**src/rtl/game_ctrl_mc_if.sv**
```systemverilog
// Signal bundle between the sprite/keypad side and game_ctrl_mc.
// The bomb signals only exist when GAME_CTRL_BOMB_EN is defined.
interface game_ctrl_mc_if #(
  parameter int N_ENEMY = 4,
  parameter int LIFE_W  = 2,
  parameter int SCORE_W = 16
);
  logic               frame_start_i;
  logic               disp_i;
  logic               me_alpha_i;
  logic               bullet_alpha_i;
  logic [N_ENEMY-1:0] enemy_alpha_i;
  logic               bonus_alpha_i;
  logic               press_vali_i;
  logic               pause_i;
  logic [2:0]         game_status_o;
  logic [LIFE_W-1:0]  lives_o;
  logic [SCORE_W-1:0] score_o;
  logic               invincible_o;
  logic [N_ENEMY-1:0] crash_enemy_bullet_o;
  logic               crash_me_enemy_o;
  logic               crash_me_bonus_o;
`ifdef GAME_CTRL_BOMB_EN
  logic               bomb_i;
  logic [1:0]         bombs_o;
  logic               bomb_clear_o;
`endif

  modport master (
    output frame_start_i, disp_i, me_alpha_i, bullet_alpha_i, enemy_alpha_i,
           bonus_alpha_i, press_vali_i, pause_i,
`ifdef GAME_CTRL_BOMB_EN
    output bomb_i,
    input  bombs_o, bomb_clear_o,
`endif
    input  game_status_o, lives_o, score_o, invincible_o,
           crash_enemy_bullet_o, crash_me_enemy_o, crash_me_bonus_o
  );

  modport slave (
    input  frame_start_i, disp_i, me_alpha_i, bullet_alpha_i, enemy_alpha_i,
           bonus_alpha_i, press_vali_i, pause_i,
`ifdef GAME_CTRL_BOMB_EN
    input  bomb_i,
    output bombs_o, bomb_clear_o,
`endif
    output game_status_o, lives_o, score_o, invincible_o,
           crash_enemy_bullet_o, crash_me_enemy_o, crash_me_bonus_o
  );
endinterface

```
**src/rtl/game_ctrl_mc.sv**
```systemverilog
// Frame-synchronous multi-enemy game controller (clk_vga domain).
// Collects sprite overlaps over a frame as sticky flags, evaluates them at
// frame_start_i and drives game state, lives, saturating score and the
// invincibility window. Optional bomb feature: define GAME_CTRL_BOMB_EN.
module game_ctrl_mc #(
  parameter int N_ENEMY       = 4,
  parameter int LIFE_W        = 2,
  parameter int LIVES_INIT    = 3,
  parameter int SCORE_W       = 16,
  parameter int SCORE_INC     = 1,
  parameter int INVINC_FRAMES = 60
) (
  input logic           clk_vga,
  input logic           rst,
  game_ctrl_mc_if.slave bus
);

  typedef enum logic [2:0] {
    PRERUN = 3'd0,
    RUN    = 3'd1,
    HIT    = 3'd2,
    PAUSE  = 3'd3,
    OVER   = 3'd4
  } state_t;

  localparam int CNT_W = $clog2(INVINC_FRAMES + 1);
  localparam int ADD_W = SCORE_W + 40;

  state_t             state_q, state_d, ret_q, ret_d;
  logic [LIFE_W-1:0]  lives_q, lives_d;
  logic [SCORE_W-1:0] score_q, score_d;
  logic [CNT_W-1:0]   cnt_q, cnt_d;
  logic [N_ENEMY-1:0] eb_q, eb_d, eb_pulse_q, eb_pulse_d;
  logic               me_q, me_d, bn_q, bn_d, pend_q, pend_d;
  logic               me_pulse_q, me_pulse_d, bn_pulse_q, bn_pulse_d;
  logic               active;
  logic [N_ENEMY-1:0] pix_eb, eb_eval;
  logic               pix_me, pix_bn;
  logic [4:0]         hits;
  logic [ADD_W-1:0]   sum;
`ifdef GAME_CTRL_BOMB_EN
  logic [1:0]         bombs_q, bombs_d;
  logic               clear_q, clear_d, bomb_use;
`endif

  // Next-state, flag accumulation, frame evaluation and pulse generation
  always_comb begin
    state_d    = state_q;
    ret_d      = ret_q;
    lives_d    = lives_q;
    score_d    = score_q;
    cnt_d      = cnt_q;
    eb_d       = eb_q;
    me_d       = me_q;
    bn_d       = bn_q;
    pend_d     = pend_q | bus.pause_i;
    eb_pulse_d = '0;
    me_pulse_d = 1'b0;
    bn_pulse_d = 1'b0;
    hits       = '0;
    sum        = '0;
    active     = (state_q == RUN) || (state_q == HIT);
    pix_eb     = bus.disp_i ? (bus.enemy_alpha_i & {N_ENEMY{bus.bullet_alpha_i}}) : '0;
    pix_me     = bus.disp_i & bus.me_alpha_i & (|bus.enemy_alpha_i) & (state_q == RUN);
    pix_bn     = bus.disp_i & bus.me_alpha_i & bus.bonus_alpha_i;
    eb_eval    = eb_q;
`ifdef GAME_CTRL_BOMB_EN
    bombs_d    = bombs_q;
    bomb_use   = bus.bomb_i & active & ((bombs_q != 2'd0) | bn_pulse_q);
    clear_d    = bomb_use;
    if (bomb_use) eb_eval = '0;
    if (bomb_use && !bn_pulse_q) bombs_d = bombs_q - 2'd1;
    else if (!bomb_use && bn_pulse_q && bombs_q != 2'd3) bombs_d = bombs_q + 2'd1;
`endif
    for (int i = 0; i < N_ENEMY; i++) hits = hits + {4'd0, eb_eval[i]};

    case (state_q)
      PRERUN: begin
        pend_d = 1'b0;
        eb_d   = '0;
        me_d   = 1'b0;
        bn_d   = 1'b0;
        if (bus.press_vali_i) state_d = RUN;
      end
      OVER: begin
        pend_d = 1'b0;
        eb_d   = '0;
        me_d   = 1'b0;
        bn_d   = 1'b0;
        if (bus.press_vali_i) begin
          state_d = PRERUN;
          lives_d = LIFE_W'(LIVES_INIT);
          score_d = '0;
        end
      end
      PAUSE: begin
        eb_d = '0;
        me_d = 1'b0;
        bn_d = 1'b0;
        if (bus.frame_start_i && pend_q) begin
          state_d = ret_q;
          pend_d  = bus.pause_i;
        end
      end
      RUN, HIT: begin
        if (bus.frame_start_i) begin
          eb_pulse_d = eb_eval;
          bn_pulse_d = bn_q;
          sum = {{(ADD_W-SCORE_W){1'b0}}, score_q} + ADD_W'(hits) * ADD_W'(SCORE_INC);
          score_d = (sum[ADD_W-1:SCORE_W] != '0) ? '1 : sum[SCORE_W-1:0];
          eb_d   = pix_eb;
          me_d   = pix_me;
          bn_d   = pix_bn;
          pend_d = bus.pause_i;
          if (state_q == RUN && me_q) begin
            lives_d    = lives_q - LIFE_W'(1);
            me_pulse_d = 1'b1;
            if (lives_q == LIFE_W'(1)) begin
              state_d = OVER;
            end else begin
              state_d = HIT;
              cnt_d   = CNT_W'(INVINC_FRAMES);
            end
          end else if (pend_q) begin
            ret_d   = state_q;
            state_d = PAUSE;
          end else if (state_q == HIT) begin
            cnt_d = cnt_q - CNT_W'(1);
            if (cnt_q <= CNT_W'(1)) begin
              state_d = RUN;
              cnt_d   = '0;
            end
          end
        end else begin
          eb_d = eb_q | pix_eb;
          me_d = me_q | pix_me;
          bn_d = bn_q | pix_bn;
        end
`ifdef GAME_CTRL_BOMB_EN
        if (bomb_use) eb_d = '0;
`endif
      end
      default: begin
        state_d = PRERUN;
        pend_d  = 1'b0;
        eb_d    = '0;
        me_d    = 1'b0;
        bn_d    = 1'b0;
      end
    endcase
  end

  // State, counters, sticky flags and registered pulses
  always_ff @(posedge clk_vga) begin
    if (rst) begin
      state_q    <= PRERUN;
      ret_q      <= RUN;
      lives_q    <= LIFE_W'(LIVES_INIT);
      score_q    <= '0;
      cnt_q      <= '0;
      eb_q       <= '0;
      me_q       <= 1'b0;
      bn_q       <= 1'b0;
      pend_q     <= 1'b0;
      eb_pulse_q <= '0;
      me_pulse_q <= 1'b0;
      bn_pulse_q <= 1'b0;
`ifdef GAME_CTRL_BOMB_EN
      bombs_q    <= 2'd0;
      clear_q    <= 1'b0;
`endif
    end else begin
      state_q    <= state_d;
      ret_q      <= ret_d;
      lives_q    <= lives_d;
      score_q    <= score_d;
      cnt_q      <= cnt_d;
      eb_q       <= eb_d;
      me_q       <= me_d;
      bn_q       <= bn_d;
      pend_q     <= pend_d;
      eb_pulse_q <= eb_pulse_d;
      me_pulse_q <= me_pulse_d;
      bn_pulse_q <= bn_pulse_d;
`ifdef GAME_CTRL_BOMB_EN
      bombs_q    <= bombs_d;
      clear_q    <= clear_d;
`endif
    end
  end

  assign bus.game_status_o        = state_q;
  assign bus.lives_o              = lives_q;
  assign bus.score_o              = score_q;
  assign bus.invincible_o         = (state_q == HIT);
  assign bus.crash_enemy_bullet_o = eb_pulse_q;
  assign bus.crash_me_enemy_o     = me_pulse_q;
  assign bus.crash_me_bonus_o     = bn_pulse_q;
`ifdef GAME_CTRL_BOMB_EN
  assign bus.bombs_o              = bombs_q;
  assign bus.bomb_clear_o         = clear_q;
`endif

endmodule

```
**src/flat_wrapper.sv**
```systemverilog
// flat-port wrapper written by rule: the top's interface ports become plain ports
module game_ctrl_mc_flat 
#(
  parameter int N_ENEMY       = 4,
  parameter int LIFE_W        = 2,
  parameter int LIVES_INIT    = 3,
  parameter int SCORE_W       = 16,
  parameter int SCORE_INC     = 1,
  parameter int INVINC_FRAMES = 60
)
  (clk_vga, rst, bus_frame_start_i, bus_disp_i, bus_me_alpha_i, bus_bullet_alpha_i, bus_enemy_alpha_i, bus_bonus_alpha_i, bus_press_vali_i, bus_pause_i, bus_game_status_o, bus_lives_o, bus_score_o, bus_invincible_o, bus_crash_enemy_bullet_o, bus_crash_me_enemy_o, bus_crash_me_bonus_o);
  game_ctrl_mc_if #(.N_ENEMY(N_ENEMY), .LIFE_W(LIFE_W), .SCORE_W(SCORE_W)) bus_i ();
  input logic clk_vga;
  input logic rst;
  input wire logic [$bits(bus_i.frame_start_i)-1:0] bus_frame_start_i;
  input wire logic [$bits(bus_i.disp_i)-1:0] bus_disp_i;
  input wire logic [$bits(bus_i.me_alpha_i)-1:0] bus_me_alpha_i;
  input wire logic [$bits(bus_i.bullet_alpha_i)-1:0] bus_bullet_alpha_i;
  input wire logic [$bits(bus_i.enemy_alpha_i)-1:0] bus_enemy_alpha_i;
  input wire logic [$bits(bus_i.bonus_alpha_i)-1:0] bus_bonus_alpha_i;
  input wire logic [$bits(bus_i.press_vali_i)-1:0] bus_press_vali_i;
  input wire logic [$bits(bus_i.pause_i)-1:0] bus_pause_i;
  output wire logic [$bits(bus_i.game_status_o)-1:0] bus_game_status_o;
  output wire logic [$bits(bus_i.lives_o)-1:0] bus_lives_o;
  output wire logic [$bits(bus_i.score_o)-1:0] bus_score_o;
  output wire logic [$bits(bus_i.invincible_o)-1:0] bus_invincible_o;
  output wire logic [$bits(bus_i.crash_enemy_bullet_o)-1:0] bus_crash_enemy_bullet_o;
  output wire logic [$bits(bus_i.crash_me_enemy_o)-1:0] bus_crash_me_enemy_o;
  output wire logic [$bits(bus_i.crash_me_bonus_o)-1:0] bus_crash_me_bonus_o;
  assign bus_i.frame_start_i = bus_frame_start_i;
  assign bus_i.disp_i = bus_disp_i;
  assign bus_i.me_alpha_i = bus_me_alpha_i;
  assign bus_i.bullet_alpha_i = bus_bullet_alpha_i;
  assign bus_i.enemy_alpha_i = bus_enemy_alpha_i;
  assign bus_i.bonus_alpha_i = bus_bonus_alpha_i;
  assign bus_i.press_vali_i = bus_press_vali_i;
  assign bus_i.pause_i = bus_pause_i;
  assign bus_game_status_o = bus_i.game_status_o;
  assign bus_lives_o = bus_i.lives_o;
  assign bus_score_o = bus_i.score_o;
  assign bus_invincible_o = bus_i.invincible_o;
  assign bus_crash_enemy_bullet_o = bus_i.crash_enemy_bullet_o;
  assign bus_crash_me_enemy_o = bus_i.crash_me_enemy_o;
  assign bus_crash_me_bonus_o = bus_i.crash_me_bonus_o;
  game_ctrl_mc #(.N_ENEMY(N_ENEMY), .LIFE_W(LIFE_W), .LIVES_INIT(LIVES_INIT), .SCORE_W(SCORE_W), .SCORE_INC(SCORE_INC), .INVINC_FRAMES(INVINC_FRAMES)) u_core (.clk_vga(clk_vga), .rst(rst), .bus(bus_i));
endmodule
```
**config.mk**
```make
export PLATFORM = sky130hd
export DESIGN_NAME = game_ctrl_mc_flat
export DESIGN_NICKNAME = d
export VERILOG_FILES = /design/src/rtl/game_ctrl_mc_if.sv /design/src/rtl/game_ctrl_mc.sv /design/src/flat_wrapper.sv
export SDC_FILE = /design/constraint.sdc
export NUM_CORES = 1
export LEC_CHECK = 0
export CORE_MARGIN = 10
export CORE_UTILIZATION = 53
export DETAILED_ROUTE_END_ITERATION = 16
export PLACE_DENSITY = 0.8
export SYNTH_ARGS = -nofsm -noshare
export SYNTH_HDL_FRONTEND = slang
export SYNTH_SLANG_ARGS = --single-unit
```
**constraint.sdc**
```tcl
create_clock -name clk_vga -period 3.8 [get_ports clk_vga]
set_input_delay 0.38 -clock clk_vga [delete_from_list [all_inputs] [get_ports clk_vga]]
set_output_delay 0.38 -clock clk_vga [all_outputs]
set_load 0.05 [all_outputs]
```
# ---- Word-level counts from Yosys, hierarchy flattened
# Index checks and enable logic that the tools add are counted.
dict set report totals {
  inputBits 13
  regBits 43
  word_cells 91
  out_inout_bits 28
}
dict set report op_classes {
  reduce_logical 15
  eq_ne 14
  add_sub_neg 6
  bitwise_logic 12
  order_cmp 1
  muxes 31
}
# op n
set ops {}
lappend ops {{16-bit 2-to-1 mux} 3}
lappend ops {{40-bit nonzero test} 1}
lappend ops {{16-bit one-hot mux with 2 select lines} 1}
lappend ops {{6-bit 2-to-1 mux} 5}
lappend ops {{3-bit 2-to-1 mux} 9}
lappend ops {{16-bit by 5-bit adder with 17-bit output} 1}
lappend ops {{3-bit one-hot mux with 4 select lines} 1}
lappend ops {{5-bit by 1-bit adder with 5-bit output} 2}
lappend ops {{2-bit != test (second input constant)} 5}
lappend ops {{4-bit 2-to-1 mux} 2}
lappend ops {{4-bit AND reduction} 2}
lappend ops {{3-bit by 2-bit == test with 1-bit output (second input constant)} 2}
lappend ops {{6-bit by 1-bit less-or-equal comparator with 1-bit output (second input constant)} 1}
lappend ops {{2-bit 2-to-1 mux} 3}
lappend ops {{6-bit AND reduction} 1}
lappend ops {{6-bit by 1-bit subtractor with 6-bit output (second input constant)} 1}
lappend ops {{1-bit 2-to-1 mux} 5}
lappend ops {{5-bit AND reduction} 1}
lappend ops {{1-bit bitwise AND} 4}
lappend ops {{4-bit bitwise AND} 1}
lappend ops {{2-bit by 1-bit != test with 1-bit output (second input constant)} 2}
lappend ops {{4-bit by 1-bit != test with 1-bit output (second input constant)} 1}
lappend ops {{4-bit by 2-bit != test with 1-bit output (second input constant)} 1}
lappend ops {{4-bit OR} 1}
lappend ops {{16 further kinds} 23}

# ---- Depth between registers and ports, before layout
# Gate-level depths: netlist (run 1).
dict set report logic_depth {
  depth_word 8
  mapped_depth 12
}

# ---- Worst setup path after synthesis (run 1)
# Ideal clock, no wire load.
dict set report synth_timing {
  path_kind {register -> register}
  startpoint {register u_core.eb_q[0] (netlist: u_core.eb_eval[0])}
  endpoint {register u_core.score_q[12] (netlist: u_core.bus.score_o[12])}
  setup_slack_ns 1.015
  arrival_time_ns 2.711
  synth_period_minus_slack_ns 2.785
  required_ns 3.726
  setup_time_ns 0.074
  stages_incl_launch_ff 12
  cell_sequence {dfxtp_1 ha_1 inv_1 fa_1 inv_1 ha_1 inv_1 fa_1 and2b_1 o2111ai_4 or4_1 a31oi_1}
}
dict set report synth_via {
  elab_chain_len 8
}
# item line_no
set synth_lines {}
lappend synth_lines {{start: declaration} game_ctrl_mc.sv:33} ;# logic [N_ENEMY-1:0] eb_q, eb_d, eb_pulse_q, eb_pulse_d;
lappend synth_lines {{start signal: assignment} game_ctrl_mc.sv:161} ;# eb_q <= '0;
lappend synth_lines {{start signal: assignment} game_ctrl_mc.sv:178} ;# eb_q <= eb_d;
lappend synth_lines {{1-bit by 1-bit adder with 2-bit output *} game_ctrl_mc.sv:75} ;# for (int i = 0; i < N_ENEMY; i++) hits = hits + {4'd0, eb_eval[i]};
lappend synth_lines {{5-bit by 1-bit adder with 5-bit output * (2 in series)} game_ctrl_mc.sv:75}
lappend synth_lines {{16-bit by 5-bit adder with 17-bit output *} game_ctrl_mc.sv:109} ;# sum = {{(ADD_W-SCORE_W){1'b0}}, score_q} + ADD_W'(hits) * ADD_W'(SCORE_INC);
lappend synth_lines {{40-bit nonzero test} game_ctrl_mc.sv:110} ;# score_d = (sum[ADD_W-1:SCORE_W] != '0) ? '1 : sum[SCORE_W-1:0];
lappend synth_lines {{16-bit 2-to-1 mux *} game_ctrl_mc.sv:110}
lappend synth_lines {{16-bit 2-to-1 mux *} game_ctrl_mc.sv:106} ;# if (bus.frame_start_i) begin
lappend synth_lines {{16-bit one-hot mux with 2 select lines *} game_ctrl_mc.sv:77} ;# case (state_q)
lappend synth_lines {{end signal: assignment} game_ctrl_mc.sv:176} ;# score_q <= score_d;
lappend synth_lines {{end: declaration} game_ctrl_mc.sv:31} ;# logic [SCORE_W-1:0] score_q, score_d;
# Every way passes the cells marked *; elsewhere a longest branch is shown, timed or not. The select of a mux whose other input is x is not followed.
# A chain may end at the register's enable or synchronous reset.

# ---- Final worst setup path (run 1)
dict set report layout_timing {
  startpoint {register u_core.eb_q[0] (netlist: u_core.eb_eval[0])}
  endpoint {register u_core.score_q[11] (netlist: u_core.bus.score_o[11])}
}
# The elaborated chain is that of the path after synthesis.

==> impl_metrics.ini, run 1 <==
[drt]
dr.pass1.iters = 4
wl_per_cell_um = 15.98
vias = 2211
avgViaCountPerCell = 5.912
route.detailed.drc = 0
dr.first_iter.drc_count = 198
antenna_left = 0
routed_wl_um = 5978

[floorplan]
coreArea_um2 = 4414
die-width_um = 88.02
start_util_pct = 55.56
die-area_um2 = 7748
io_pins = 41
fp.dieH_um = 88.02
fp-row-count = 24

[clocking]
cts.clk_slew.worst_paths_ps = 80
cts.sink_count = 43
clk_latency_ps = 290
cts_made_buffers = 5
ctsHoldBuffers = 0
root_buffer = clkbuf_8
cts.htree.levels = 2
clockBufferDepth = 2
post_cts_buffers = 0
cts_tree = done
ctsResizeCount = 0

[final_layout]
final.fill_count = 380
fin_util_pct = 67.09
drive_gt1_share_pct = 7.143
seq_area_um2 = 860.8
diodes = 0
multi_input_area_um2 = 1439
final_nets = 344
fin_cells = 374
final_cell_area_um2 = 2962
area_growth_pct = 20.77

[grt]
antenna_found_initial = 0
grt_pass1_vias = 2149
grt_pass1_wl_um = 10160
grt_max_degree = 21
grt_overflow = 0
grt.total_usage_pct = 15.80

[setup_path]
reg2reg_to = u_core.bus.score_o[11]$_SDFFE_PP0P_
crit_path_max_incr_delay_ps = 400
critPathMaxFanout = 10
path_class = reg -> reg
required_ps = 4000
arrival_ps = 3300
cp_common_cell = inv_1
path_depth = 12
reg2reg_slack_ps = 700
worstSetupStartpointType = register
r2r_cells = 12
critPathBufInv = 3
crit_path_cell_trace = ha_1, inv_1, fa_1, inv_1, ha_1, inv_1, fa_1, and2b_1, o2111ai_4, nor2_1, nand2_1, a41oi_1
r2r_start = u_core.eb_eval[0]$_SDFF_PP0_
crit_slowest_cell = fa_1
crit_family = adder cells
worst_setup_path_end_kind = register

[timing]
period_share_pct = 81.55
rsz0062_at_grt = false
drv_slew = 0
worst_pin_slew_ps = 814.6
finalCriticalPeriod_ps = 3099
hold_viol_final = 0
setup_tns_ps = 0
setup_viol = 0
slew_headroom_pct = 45.33
skew_ps = 4.220
fmax_ghz = 0.3227

[yosys]
yosys_warnings = 0
synth_nets = 309
synthFlopType = dfxtp_1
synth_top_area_cell = dfxtp_1
synth_edf_count = 0
synth_common_cells = dfxtp_1, nor2_1, a21oi_1
yosysMostFrequentCell = dfxtp_1
netlist_top_cells_area = dfxtp_1, a21oi_1, nor2_1
synth_seq_area_share_pct = 35.10
syn_avg_cell_area_um2 = 8.575
ys_types = 64
synthCells = 286
synth_top_area_share_pct = 35.10
syn_area_um2 = 2452
synth_seq_cells = 43
synthArstFlopShare_pct = 0

[hold_path]
worstHoldEndpoint = u_core.bus.crash_me_bonus_o$_SDFF_PP0_
hold_path_startpoint = u_core.bn_q$_SDFF_PP0_
whs_path_depth = 1
hold_class = reg -> reg

[place]
gp_congestion = 0.8471
portBuffers = 40
place_area_um2 = 2829
dp_cells = 366
dp_hpwl_um = 4231

[outcome]
status = completed

[flow_run]
drv_cap = 0

[pwr]
worst_ir_drop_vdd_mv = 0.1885
p_per_area_nw_per_um2 = 365.0
total_power_mw = 1.081
leakagePower_nw = 1.053
layout by cell type (no fill, tap or decap), types with 5 or more instances in the layout:
master	n
or3_1	5
clkbuf_8	5
a32oi_1	5
and2_1	5
o21ai_1	5
nand2_1	16
a21oi_1	22
mux2i_1	6
nand2b_1	5
a21o_1	10
o22ai_1	5
inv_1	15
nand3_1	5
dfxtp_1	43
clkdlybuf4s50_1	40
nor2_1	29
nor3_1	12
o21ai_0	10
ha_1	8
flip-flops by register name, indices dropped and copies added (netlist names):
name,flops
u_core.me_q,1
u_core.cnt_q,6
u_core.bn_q,1
u_core.bus.crash_enemy_bullet_o,4
u_core.bus.game_status_o,3
u_core.eb_eval,4
u_core.bus.lives_o,2
u_core.pend_q,1
u_core.bus.score_o,16
u_core.ret_q,3
u_core.bus.crash_me_bonus_o,1
u_core.bus.crash_me_enemy_o,1
worst max path at each step:
stage,start,endpoint,slack [ps]
floorplan,u_core.eb_eval[0]$_SDFF_PP0_,u_core.bus.score_o[12]$_SDFFE_PP0P_,1010
global placement,u_core.eb_eval[0]$_SDFF_PP0_,u_core.bus.score_o[11]$_SDFFE_PP0P_,870
detailed placement,u_core.eb_eval[0]$_SDFF_PP0_,u_core.bus.score_o[11]$_SDFFE_PP0P_,770
CTS,u_core.eb_eval[0]$_SDFF_PP0_,u_core.bus.score_o[11]$_SDFFE_PP0P_,720
global route,u_core.eb_eval[0]$_SDFF_PP0_,u_core.bus.score_o[11]$_SDFFE_PP0P_,490
finish,u_core.eb_eval[0]$_SDFF_PP0_,u_core.bus.score_o[11]$_SDFFE_PP0P_,700
metrics by stage:
step	hold WS [ps]	setup slack, ps
6_report	464.9	701.2
5_1_grt	474.8	485.9
4_1_cts	469.0	722.6
3_5_place_dp	449.4	769.7
3_3_place_gp	433.4	870.9
2_1_floorplan	429.8	1015
power breakdown:
part	switching, mW	total [mW]	internal [mW]	leakage (nW)
Clock	0.154	0.417	0.263	0.0654
Sequential	0.0192	0.477	0.458	0.347
Combinational	0.112	0.187	0.0746	0.641
logic make-up (layout without fill, tap and decap cells):
logic type / count (synthesis) / in the layout / synth area share (%)
fa+ha+maj: 10 / 10 / 5.715
mux: 6 / 6 / 2.449
buf+inv: 28 / 64 / 6.224
flops: 43 / 43 / 35.10
xor+xnor: 1 / 1 / 0.3572
compound gates: 84 / 84 / 24.29
simple gates: 114 / 114 / 25.87
per-layer routing:
metal  routed length [um]  vias to the layer above  track usage (%)
met1                 2781                     1042            19.86
met3                  382                        2            4.921
met5                    0                        -                0
li1                     -                     1121                -
met2                 2790                       46            25.86
met4                   24                        0            3.566
cell type report:
cell class                 count  area share [%]
clock inverter                 2           2.028
sequential                    43           29.07
clock buffer                   6           2.450
multi-input combinational    215           48.58
timing repair buffer          41           13.77
inverter                      15           1.901
tap                           52           2.197
worst register-to-register path, delay by kind of cell (launching register included):
| family | cells | cell delay (ps) |
|---|---|---|
| compound gates | 2 | 470 |
| fa+ha+maj | 4 | 1260 |
| simple gates | 3 | 750 |
| flops | 1 | 330 |
| buf+inv | 3 | 200 |
No activity file was read; power rests on OpenSTA's default activity.
==> run 2: changes to the inputs <==
==> constraint.sdc (replaced) <==
create_clock -name clk_vga -period 2.9 [get_ports clk_vga]
set_input_delay 0.29 -clock clk_vga [delete_from_list [all_inputs] [get_ports clk_vga]]
set_output_delay 0.29 -clock clk_vga [all_outputs]
set_load 0.05 [all_outputs]
==> run 2 against run 1 <==
Compared with the run above: core utilization grew 3.3 points; first-iteration DRC count is 37% lower; die area did not move; cell count grew 3.5%; maximum frequency grew 9.6%; non-clock buffer count rose by 13; clock skew is 1.1 ps lower; sequential share of layout area is 1.3 points lower; wire length grew 8.6%; largest cell class unchanged.
==> impl_metrics.ini, run 2 (synthesis results as in run 1) <==
[grt]
grt.total_usage_pct = 16.24
grt_max_degree = 18
grt_overflow = 0
met1_usage_pct = 20.72
grt_pass1_vias = 2193
grt_pass1_wl_um = 10300
met3_usage_pct = 5.200
busiest_layer = met2
antenna_found_initial = 0
met2_usage_pct = 25.73

[clocking]
clk_latency_ps = 300
cts_made_buffers = 5
ctsHoldBuffers = 0
cts.clk_slew.worst_paths_ps = 90
cts.htree.levels = 2
clockBufferDepth = 2
cts.sink_count = 43
root_buffer = clkbuf_8
cts_tree = done

[place]
dp_cells = 373
dp_hpwl_um = 4498
gp_congestion = 0.8544
portBuffers = 40
place_area_um2 = 2882

[setup_path]
cp_common_cell = inv_2
crit_path_max_incr_delay_ps = 420
critPathBufInv = 4
path_class = reg -> reg
required_ps = 3110
critPathMaxFanout = 5
crit_family = adder cells
arrival_ps = 3040
worstSetupStartpointType = register
crit_slowest_cell = fa_1
crit_path_cell_trace = ha_4, inv_2, fa_1, inv_1, ha_2, inv_2, fa_2, and2b_2, o2111ai_4, buf_6, nor3_4, nor2_1, nor4_1
worst_setup_path_end_kind = register

[timing]
holdWs_ps = 468.9
finalCriticalPeriod_ps = 2827
drv_slew = 0
skew_ps = 3.140
worst_pin_slew_ps = 798.8
setup_tns_ps = 0
rsz0062_at_grt = true
slew_headroom_pct = 46.39
hold_viol_final = 0
period_share_pct = 97.50
setup_viol = 0
fmax_ghz = 0.3537

[floorplan]
fp.dieH_um = 88.02
start_util_pct = 55.56
die-area_um2 = 7748
fp-row-count = 24
die-width_um = 88.02
io_pins = 41
coreArea_um2 = 4414

[final_layout]
drive_gt1_share_pct = 14.33
final_common_cell = dfxtp_1
largest_register_ffs = 16
diodes = 0
area_growth_pct = 26.63
fin_util_pct = 70.35
layout.cells.most_common_list = dfxtp_1, clkdlybuf4s50_1, nor2_1
final_nets = 357
final_cell_area_um2 = 3105
fin_cells = 387

[drt]
dr.first_iter.drc_count = 125
routed_wl_um = 6492
wl_per_cell_um = 16.78
vias = 2367
avgViaCountPerCell = 6.116
antenna_left = 0
dr.pass1.iters = 4
route.detailed.drc = 0

[hold_path]
hold_class = reg -> reg

[pwr]
worst_ir_drop_vdd_mv = 0.3352
p_per_area_nw_per_um2 = 467.2
leakagePower_nw = 1.126

[outcome]
status = completed

[flow_run]
drv_cap = 0
run 2: changes by cell type in the layout (fill, tap and decap cells not counted), sizes merged:
cell	delta
buf	+13
clkbuf	-1
clkinvlp	+1
run 2: path summary, 6_finish.rpt:
| kind | start | endpoint | slack, ps | cells past startpoint |
|---|---|---|---|---|
| worst min-delay path | u_core.ret_q[0]$_SDFFE_PP1P_ | u_core.ret_q[0]$_SDFFE_PP1P_ | 470 | 1 |
| worst max-delay path | u_core.eb_eval[1]$_SDFF_PP0_ | u_core.bus.score_o[14]$_SDFFE_PP0P_ | 70 | 13 |
| worst min register to register | u_core.ret_q[0]$_SDFFE_PP1P_ | u_core.ret_q[0]$_SDFFE_PP1P_ | 470 | 1 |
| worst max register to register | u_core.eb_eval[1]$_SDFF_PP0_ | u_core.bus.score_o[14]$_SDFFE_PP0P_ | 70 | 13 |
run 2: repair_timing:
action,4_1_cts,5_1_grt
setup endpoints to repair,2,14
pin swaps,0,5
buffers inserted,0,6
gates resized for setup,3,10
run 2: routing by layer:
| metal | vias up | wire length, um | share of wire [%] |
|---|---|---|---|
| li1 | 1150 | - | - |
| met1 | 1120 | 2670 | 41 |
| met2 | 86 | 3133 | 48 |
| met3 | 11 | 617 | 9.5 |
| met4 | 0 | 70 | 1.1 |
| met5 | - | 0 | 0 |
run 2: stage by stage:
step	total power [mW]	worst slack (ps)
after global routing	1.507	-95.06
final	1.451	72.63
after detailed placement	0.8925	20.64
after CTS	1.449	14.67
after global placement	0.8882	94.08
after floorplan	0.8185	114.9
run 2: cell type report:
cell class,instances,area (um^2)
Clock buffer,5,68.82
Tap cell,52,65.06
Timing Repair Buffer,54,509.2
Clock inverter,3,67.56
Inverter,15,56.30
Multi-Input combinational cell,215,1475
Sequential cell,43,863.3
Fill cell,357,1309
run 2: power breakdown:
part           total, mW  internal (mW)  switching [mW]
clock              0.563          0.343           0.220
combinational      0.260          0.105           0.155
sequential         0.627          0.600          0.0271
==> run 3: changes to the inputs <==
--- a/config.mk
+++ b/config.mk
@@ -8,7 +8,10 @@
 export CORE_MARGIN = 10
 export CORE_UTILIZATION = 53
 export DETAILED_ROUTE_END_ITERATION = 16
+export GPL_TIMING_DRIVEN = 0
 export PLACE_DENSITY = 0.8
+export SKIP_LAST_GASP = 1
 export SYNTH_ARGS = -nofsm -noshare
 export SYNTH_HDL_FRONTEND = slang
 export SYNTH_SLANG_ARGS = --single-unit
+export TNS_END_PERCENT = 100
==> run 3 against run 2 <==
Compared with the run above: register-to-register slack gained 20 ps; maximum frequency grew 0.67%; total power shrank 4.1%; final area grew 1.0%; die area is the same; non-clock buffer count grew 5; critical path type unchanged.
==> impl_metrics.ini, run 3 (synthesis results as in run 1) <==
[outcome]
status = completed

[hold_path]
whs_path_depth = 3
hold_class = in -> reg

[final_layout]
area_growth_pct = 27.96
layout.cells.most_common_list = dfxtp_1, clkdlybuf4s50_1, nor2_1
fin_cells = 392
final_nets = 362
final_common_cell = dfxtp_1
drive_gt1_share_pct = 15.88
diodes = 0
largest_register_ffs = 16
final.fill_count = 339
final_cell_area_um2 = 3138

[drt]
antenna_left = 0
dr.first_iter.drc_count = 194
dr.pass1.iters = 4
wl_per_cell_um = 17.21
routed_wl_um = 6747
vias = 2382
avgViaCountPerCell = 6.077
route.detailed.drc = 0

[clocking]
cts_made_buffers = 5
cts.sink_count = 43
cts.clk_slew.worst_paths_ps = 80
root_buffer = clkbuf_8
cts_tree = done
clk_latency_ps = 300
ctsHoldBuffers = 0
clockBufferDepth = 2
cts.htree.levels = 2

[setup_path]
crit_path_max_incr_delay_ps = 450
required_ps = 3140
worstSetupStartpointType = register
arrival_ps = 3050
critPathMaxFanout = 6
cp_common_cell = inv_2
path_class = reg -> reg
worst_setup_path_end_kind = register
r2r_cells = 12
crit_path_cell_trace = ha_4, inv_2, fa_1, inv_2, ha_4, inv_2, fa_2, and2b_2, o2111ai_4, buf_6, o32a_1, a21oi_2
crit_slowest_cell = fa_1

[pwr]
leakagePower_nw = 1.124
total_power_mw = 1.392
worst_ir_drop_vdd_mv = 0.2312
p_per_area_nw_per_um2 = 443.5

[place]
portBuffers = 39
place_area_um2 = 2908
dp_hpwl_um = 4636
gp_congestion = 0.9351
dp_cells = 377

[floorplan]
coreArea_um2 = 4414
io_pins = 41
fp-row-count = 24
die-area_um2 = 7748
start_util_pct = 55.56
fp.dieH_um = 88.02
die-width_um = 88.02

[grt]
grt_overflow = 0
grt_pass1_wl_um = 10770
grt.total_usage_pct = 17.04
grt_max_degree = 14
antenna_found_initial = 0
grt_pass1_vias = 2244

[timing]
hold_viol_final = 0
worst_pin_slew_ps = 638.5
holdWs_ps = 285.9
slew_headroom_pct = 57.44
skew_ps = 6.352
fmax_ghz = 0.3561
drv_slew = 0
finalCriticalPeriod_ps = 2809
setup_viol = 0
rsz0062_at_grt = true
period_share_pct = 96.85

[flow_run]
drv_cap = 0
## run 3: cell count changes in the layout (fill, tap and decap cells not counted), sizes merged
cell / previous run / this run
clkbuf: 5 / 8
bufinv: 2 / 1
dlygate4sd1: 0 / 1
clkinvlp: 1 / 0
buf: 14 / 17
clkinv: 0 / 1
clkdlybuf4s50: 40 / 39
## run 3: area by class of cell
cell class              count  area (um^2)  share of cell area (%)
well taps                  52        65.06                   2.073
inverters                  15        56.30                   1.794
clock buffers               6        82.58                   2.632
clock inverters             2        35.03                   1.116
repair buffers             46        446.7                   14.23
multi-input cells         215         1490                   47.49
plain buffers              13        96.34                   3.070
flip-flops and latches     43        865.8                   27.59
## run 3: routing by layer
metal | vias up | GRT usage (%) | share of wire [%]
li1 | 1162 | - | -
met1 | 1130 | 22.24 | 43
met2 | 77 | 26.12 | 46
met3 | 13 | 5.200 | 9.0
met4 | 0 | 5.706 | 2.3
met5 | - | 0 | 0
## run 3: final timing paths
| kind | from | end | slack [ps] |
|---|---|---|---|
| min reg2reg | u_core.ret_q[0]$_SDFFE_PP1P_ | u_core.ret_q[0]$_SDFFE_PP1P_ | 480 |
| max | u_core.eb_eval[0]$_SDFF_PP0_ | u_core.bus.score_o[3]$_SDFFE_PP0P_ | 90 |
| min | rst | u_core.bus.game_status_o[0]$_SDFFE_PP0P_ | 290 |
| max reg2reg | u_core.eb_eval[0]$_SDFF_PP0_ | u_core.bus.score_o[3]$_SDFFE_PP0P_ | 90 |
## run 3: power by group
part | switching (mW) | total [mW] | internal (mW) | leakage [nW]
clock | 0.217 | 0.496 | 0.279 | 0.0612
sequential | 0.0165 | 0.616 | 0.600 | 0.348
combinational | 0.169 | 0.279 | 0.111 | 0.714
total | 0.402 | 1.39 | 0.989 | 1.12
## run 3: critical path, delay by kind of cell (launching register included)
family,cells,cell delay [ps]
fa+ha+maj,4,1190
flops,1,370
compound gates,3,610
buf+inv,4,320
simple gates,1,250
## run 3: per-stage QoR
stage | setup slack, ps | utilization, % | TNS, ps
after floorplan | 114.9 | - | 0
after global placement | -152.8 | 65.87 | -753.3
after detailed placement | -164.6 | 65.87 | -996.2
after CTS | 45.06 | 69.42 | 0
after global routing | -42.06 | 71.09 | -42.06
final | 91.42 | 71.09 | 0
## run 3: repair_timing
item	CTS	global route
setup buffers	4	3
gates resized for setup	4	14
pin swaps	1	4
endpoints found under the setup margin	11	13
==> patch, RTL diff (flow settings as in run 2) <==
`INVINC_FRAMES` is set to 60 in 2 places; all go to 120.
--- a/src/rtl/game_ctrl_mc.sv
+++ b/src/rtl/game_ctrl_mc.sv
@@ -8,7 +8,7 @@
   parameter int LIVES_INIT    = 3,
   parameter int SCORE_W       = 16,
   parameter int SCORE_INC     = 1,
-  parameter int INVINC_FRAMES = 60
+  parameter int INVINC_FRAMES = 120
 ) (
   input logic           clk_vga,
   input logic           rst,
--- a/src/flat_wrapper.sv
+++ b/src/flat_wrapper.sv
@@ -6,7 +6,7 @@
   parameter int LIVES_INIT    = 3,
   parameter int SCORE_W       = 16,
   parameter int SCORE_INC     = 1,
-  parameter int INVINC_FRAMES = 60
+  parameter int INVINC_FRAMES = 120
 )
   (clk_vga, rst, bus_frame_start_i, bus_disp_i, bus_me_alpha_i, bus_bullet_alpha_i, bus_enemy_alpha_i, bus_bonus_alpha_i, bus_press_vali_i, bus_pause_i, bus_game_status_o, bus_lives_o, bus_score_o, bus_invincible_o, bus_crash_enemy_bullet_o, bus_crash_me_enemy_o, bus_crash_me_bonus_o);
   game_ctrl_mc_if #(.N_ENEMY(N_ENEMY), .LIFE_W(LIFE_W), .SCORE_W(SCORE_W)) bus_i ();
Function: no difference found for any inputs over 10 cycles, from zero or initial values and one cycle with rst high; that may be too few to reach the edited logic, so the function may still have changed.
==> patch against run 2 <==
Final area grew 0.97%. Synthesized cell count grew 5.9%. Routed wire length grew 3.2%. Area after synthesis grew 0.56%. Sequential cell count grew 1. Setup slack lost 0.0090 ns. Global-route usage grew 0.85 points. Fmax shrank 0.32%. Total power shrank 6.7%. Largest power group unchanged.
==> patch: results (changes against run 2) <==
{| class="wikitable"
! Metric !! Value
|-
| Run status || complete, no violations
|-
| Power Density || 432 nW/µm² (-7.6%)
|-
| Number of vias per cell after detailed routing || 6.18 (+1.1%)
|-
| Number of non-clock buffers in the layout || 49 (-9.3%)
|-
| Routed wl met2 || 3160 µm (+0.93%)
|-
| Most area-consuming cells after synthesis || dfxtp_1 (36%), a21oi_1 (5.7%), o21ai_0 (4.9%)
|-
| Number of global-route vias before repair || 2389 (+8.9%)
|-
| Placed Cells || 393 (+5.4%)
|-
| Area Overhead vs Synth || 27.1%
|-
| Comb pwr || 0.000228 W (-12%)
|-
| M1 wire length || 3030 µm (+13%)
|-
| Most instantiated cells after synthesis || dfxtp_1 (44), a21oi_1 (28), nor2_1 (27)
|-
| Number of cells produced by synthesis || 303 (+5.9%)
|-
| Overall global routing resource usage || 0.171 (+0.00849)
|-
| Worst-case clock skew || 0.00427 ns (+0.00113 ns)
|-
| First-pass GRT wire length || 11000 µm (+6.9%)
|-
| Number of inserted filler cells in the final layout || 373 (+4.5%)
|-
| Largest voltage drop on the vdd net || 0.387 mV (+15%)
|-
| Net total in the final layout || 373 (+4.5%)
|-
| Placed Instance Area || 2940 µm² (+1.9%)
|-
| Switch share || 0.291 (+0.0139)
|-
| Clock network area share || 0.0355 (-0.00840)
|-
| PostCTS Resize Cnt || 1 (-2)
|-
| Fraction of area in non-clock buffers || 0.149 (-0.0147)
|-
| R2R cell count || 11 (-2)
|-
| Initial drt markers || 211 (+69%)
|-
| Global Route met2 Usage || 0.277 (+0.0200)
|}
[patch: changes by cell type after synthesis, moves of 5 or more]
cell	change
nand3_1	+9
a21o_1	-6
nand2_1	+10
inv_1	+6
mux2i_1	-6
o21ai_1	-5
a21oi_1	+6
o21ai_0	+14
[patch: kinds of logic after synthesis]
logic type | synth area share
compound gates | 0.273
xor+xnor | 0.0107
buf+inv | 0.0512
mux | 0.00457
fa+ha+maj | 0.0568
simple gates | 0.246
flops | 0.357
[patch: worst min-delay path by stage]
stage / endpoint / slack (ns) / cells after the start
detailed placement: u_core.bus.crash_me_bonus_o / 0.45 / 1
CTS: u_core.bus.score_o[0] / 0.48 / 2
global route: u_core.bus.crash_enemy_bullet_o[0] / 0.51 / 1
finish: u_core.bus.crash_me_bonus_o / 0.47 / 1
global placement: u_core.bus.score_o[0] / 0.46 / 2
floorplan: u_core.bus.crash_me_bonus_o / 0.43 / 1
